## src/rtl/alu_op_sequencer.sv

```systemverilog
// Command sequencer and checker for the registered 4-op ALU: issues operands,
// waits out the ALU pipeline, captures and checks the result against a reference.
module alu_op_sequencer #(
  parameter int WIDTH   = 3,
  parameter int ALU_LAT = 1
) (
  input  logic             clk,
  input  logic             rst,
  input  logic             cmd_valid,
  output logic             cmd_ready,
  input  logic [1:0]       cmd_op,
  input  logic [WIDTH-1:0] cmd_a,
  input  logic [WIDTH-1:0] cmd_b,
  input  logic             cmd_chain,
  output logic [WIDTH-1:0] alu_din0,
  output logic [WIDTH-1:0] alu_din1,
  output logic [1:0]       alu_sel,
  input  logic [WIDTH-1:0] alu_dout,
  output logic             res_valid,
  input  logic             res_ready,
  output logic [WIDTH-1:0] res_data,
  output logic             res_err,
  output logic             err_sticky,
  output logic [WIDTH-1:0] acc
);

  // state | meaning
  // IDLE  | ready for a command
  // WAIT  | operands issued, counting down the ALU latency
  // OUT   | result presented, waiting for res_ready
  typedef enum logic [1:0] {IDLE, WAIT, OUT} state_t;

  localparam logic [2:0] LAT = 3'(ALU_LAT);

  state_t           state;
  logic [2:0]       cnt;
  logic [WIDTH-1:0] model;
  logic [WIDTH-1:0] op_a;
  logic             mismatch;

  function automatic logic [WIDTH-1:0] alu_ref(input logic [1:0] op,
                                               input logic [WIDTH-1:0] a,
                                               input logic [WIDTH-1:0] b);
    logic [WIDTH-1:0] r;
    case (op)
      2'b00:   r = a + b;
      2'b01:   r = a + (~b) + WIDTH'(1);
      2'b10:   r = a & b;
      default: r = {1'b0, a[WIDTH-1:1]};
    endcase
    return r;
  endfunction

  assign cmd_ready = (state == IDLE);
  assign op_a      = cmd_chain ? acc : cmd_a;
  assign mismatch  = (alu_dout != model);

  always_ff @(posedge clk or negedge rst) begin
    if (!rst) begin
      state      <= IDLE;
      cnt        <= '0;
      model      <= '0;
      alu_din0   <= '0;
      alu_din1   <= '0;
      alu_sel    <= '0;
      res_valid  <= 1'b0;
      res_data   <= '0;
      res_err    <= 1'b0;
      err_sticky <= 1'b0;
      acc        <= '0;
    end else begin
      case (state)
        IDLE: begin
          if (cmd_valid) begin
            alu_din0 <= op_a;
            alu_din1 <= cmd_b;
            alu_sel  <= cmd_op;
            model    <= alu_ref(cmd_op, op_a, cmd_b);
            cnt      <= LAT;
            state    <= WAIT;
          end
        end
        WAIT: begin
          if (cnt != '0) begin
            cnt <= cnt - 3'd1;
          end else begin
            res_data   <= alu_dout;
            acc        <= alu_dout;
            res_err    <= mismatch;
            err_sticky <= err_sticky | mismatch;
            res_valid  <= 1'b1;
            state      <= OUT;
          end
        end
        OUT: begin
          if (res_ready) begin
            res_valid <= 1'b0;
            state     <= IDLE;
          end
        end
        default: state <= IDLE;
      endcase
    end
  end

endmodule

```

## config.mk

```make
export PLATFORM = sky130hd
export DESIGN_NAME = alu_op_sequencer
export DESIGN_NICKNAME = d
export VERILOG_FILES = /design/src/rtl/alu_op_sequencer.sv
export SDC_FILE = /design/constraint.sdc
export NUM_CORES = 1
export LEC_CHECK = 0
export BUFFER_PORTS_ARGS = -buffer_cell sky130_fd_sc_hd__buf_2
export CAP_MARGIN = 20
export CORE_MARGIN = 2
export CORE_UTILIZATION = 35
export CTS_CLUSTER_DIAMETER = 60
export DETAILED_ROUTE_END_ITERATION = 6
export SLEW_MARGIN = 25
export SYNTH_ARGS = -nofsm -noshare
export SYNTH_HDL_FRONTEND = slang
export SYNTH_SLANG_ARGS = --single-unit
```

## constraint.sdc

```tcl
create_clock -name clk -period 3 [get_ports clk]
set_input_delay 0.15 -clock clk [delete_from_list [all_inputs] [get_ports clk]]
set_output_delay 0.15 -clock clk [all_outputs]
set_load 0.05 [all_outputs]
```

==> flow_summary.toml <==
[logic_synthesis]
synth.distinct_cells = 29
synthMuxAreaShare_pct = 15.7
syn_inst = 103
synth-compound-area-share_pct = 9.67
synth.avg_cell_area_um2 = 11.6
synth_fa_ha_area_share_pct = 10.7
synth_xor_area_share_pct = 3.68
ys_seq_area_share_pct = 46.3
synth_top_family_by_area = "multiplexers"
yosysTopAreaCellShare_pct = 46.3
synth_seq_cells = 22
synth.net_count = 128
yosys.area_share.simple_pct = 8.31
synth_top_area_cell = "dfrtp_1"
ys_top_cells_by_area = "dfrtp_1 (46%), mux2_2 (10%), ha_1 (7.4%)"
yosysWarnings = 0
syn_area_um2 = 1190

[floorplan]
die_y_um = 62.3
die_w_um = 62.3
rows = 21
dieArea_um2 = 3880
initial_core_util_pct = 35.9
core_area_um2 = 3310
io_pins = 34

[place]
place_hpwl_mm = 1.80
gp_congestion = 0.731
dp_worst_setup_slack_ps = 813
io_buffers = 33

[critical_path]
critPathKind = "reg2reg"
worstSetupEndpointType = "flip-flop"
cp_max_fo = 4
arrival_ps = 2380
required_ps = 3200
critPathLaunchType = "flip-flop"

[clock_tree]
cts_buffer_depth = 2
clkSlewWorstSetupHoldPaths_ps = 120
cts_tree = "built"
cts_resized = 0
cts.htree.levels = 1
cts_root_buf = "clkbuf_4"
clock_latency_ps = 300
clock-sinks = 22
numCtsBuffers = 3

[sta]
skew_ps = 2.46
setup_viol = 0
slew_headroom_pct = 60.8
hold_violations = 0
setup_tns_ps = 0
worst_slew_pin_slew_ps = 587
grt_setup_unrepaired = "false"
fin_crit_ps = 2180
min_period_over_period_pct = 72.7
setup_ws_ps = 818
fmax_ghz = 0.458
maxSlewViolCount = 0

[finish]
antenna_cells = 0
fin_nets = 160
regArea_um2 = 551
drive_gt1_share_pct = 38.8
fin_util_pct = 42.8
multi_input_area_um2 = 572
syn2layout_area_growth_pct = 19.1
n_fill_cell = 349

[pwr]
leakage_nw = 0.674
power_density_nw_per_um2 = 1220
ir_drop_v = 0.000530

[drt]
drc = 0
vias_per_cell = 4.70
drtIter0Drc = 17
wl_per_cell_um = 12.8
ant_nets = 0
first_pass_iters = 4
vias = 846
wl_mm = 2.30

[global_routing]
grt-ovfl-total = 0
antenna_found_initial = 0
grtUsageTotal_pct = 13.4
grt_pass1_vias = 950
grt_first_pass_wirelength_mm = 4.26
grt_max_degree = 23

[worst_hold_path]
hp-class = "in2reg"

[flow_run]
drv_cap = 0

[run_status]
status = "finished, final reports clean"
-- stage by stage --
stage	total power, mW	cell area [um^2]	instances	hold slack, ps
finish	1.72	1420	180	95.3
global route	1.86	1420	180	86.3
CTS	1.75	1420	180	83.5
detailed placement	1.58	1370	175	149
global placement	1.55	1370	175	147
floorplan	1.38	1190	103	-146
-- area by class of cell --
cell class	instances	area share, %
Multi-Input combinational cell	67	40.3
Sequential cell	22	38.8
Timing Repair Buffer	34	12.4
Tap cell	46	4.06
Clock buffer	4	2.56
Inverter	7	1.85
-- synth_stat cells --
| cell type | count |
|---|---|
| o31ai_1 | 1 |
| inv_1 | 7 |
| buf_2 | 3 |
| dfrtp_1 | 22 |
| nor2b_1 | 2 |
| and2_1 | 1 |
| o21bai_1 | 1 |
| xor2_1 | 1 |
| fa_1 | 2 |
| or2_2 | 1 |
| a22oi_1 | 1 |
| clkbuf_1 | 1 |
| a22o_1 | 1 |
| mux2i_1 | 1 |
| nand2_1 | 5 |
| o21ai_0 | 5 |
| ha_1 | 7 |
| a31oi_1 | 3 |
| nand3b_1 | 3 |
| mux4_2 | 1 |
| buf_4 | 3 |
| mux2_4 | 2 |
| a21o_1 | 2 |
| a21oi_1 | 5 |
| nor3_1 | 1 |
| nor2_1 | 5 |
| nor4b_1 | 1 |
| xnor2_1 | 4 |
| mux2_2 | 11 |
-- critical path, cell delays in order, from the launching register on --
cell and delay, ps:
dfrtp_1 420, mux2i_1 240, inv_1 70, ha_1 210
fa_1 430, mux4_2 460, mux2_4 260
-- cell usage in the layout, fill, tap and decap left out, types with 2 or more instances in the layout --
master     n
clkbuf_4   3
inv_1      7
nand2_1    5
nor2b_1    2
mux2_2    11
xnor2_1    4
nand3b_1   3
fa_1       2
buf_2     33
mux2_4     2
dfrtp_1   22
o21ai_0    5
nor2_1     5
a21oi_1    5
a21o_1     2
ha_1       7
a31oi_1    3
-- report_power, final --
| part | internal, mW | switching (mW) |
|---|---|---|
| sequential | 0.439 | 0.109 |
| combinational | 0.336 | 0.679 |
| clock | 0.0740 | 0.0886 |
| total | 0.848 | 0.876 |
-- kinds of logic after synthesis --
logic type	count (synthesis)
flops	22
compound gates	19
simple gates	19
mux	15
buf+inv	14
fa+ha+maj	9
xor+xnor	5
-- metal layers --
metal | vias up | GRT usage, % | wire [um]
li1 | 415 | - | -
met1 | 412 | 16.7 | 1010
met2 | 17 | 23.0 | 1170
met3 | 2 | 2.17 | 102
met4 | 0 | 5.56 | 14
met5 | - | 0 | 0
-- flip-flops by register name (all words and copies together) (netlist names) --
register,count
model,3
alu_sel,2
state,2
cnt,3
alu_din1,3
alu_din0,3
res_err,1
res_valid,1
acc,3
err_sticky,1
-- path summary, 6_finish.rpt --
| kind | start | to | slack [ps] | cells past startpoint |
|---|---|---|---|---|
| worst max-delay path | acc[0] | model[1] | 820 | 6 |
| worst min-delay path | res_ready | state[1] | 100 | 4 |
| worst max register to register | acc[0] | model[1] | 820 | 6 |
| worst min register to register | err_sticky | err_sticky | 480 | 1 |
| max in group asynchronous | rst | model[0] | 2340 | 2 |
| min in group asynchronous | rst | cnt[2] | 330 | 2 |
-- timing repair --
| action | 4_1_cts | 5_1_grt |
|---|---|---|
| setup buffers | 0 | 0 |
| endpoints found under the setup margin | 0 | 0 |
| hold buffers | 1 | 0 |
| hold endpoints to repair | 22 | 0 |
Power figures use the tool's default switching activity.
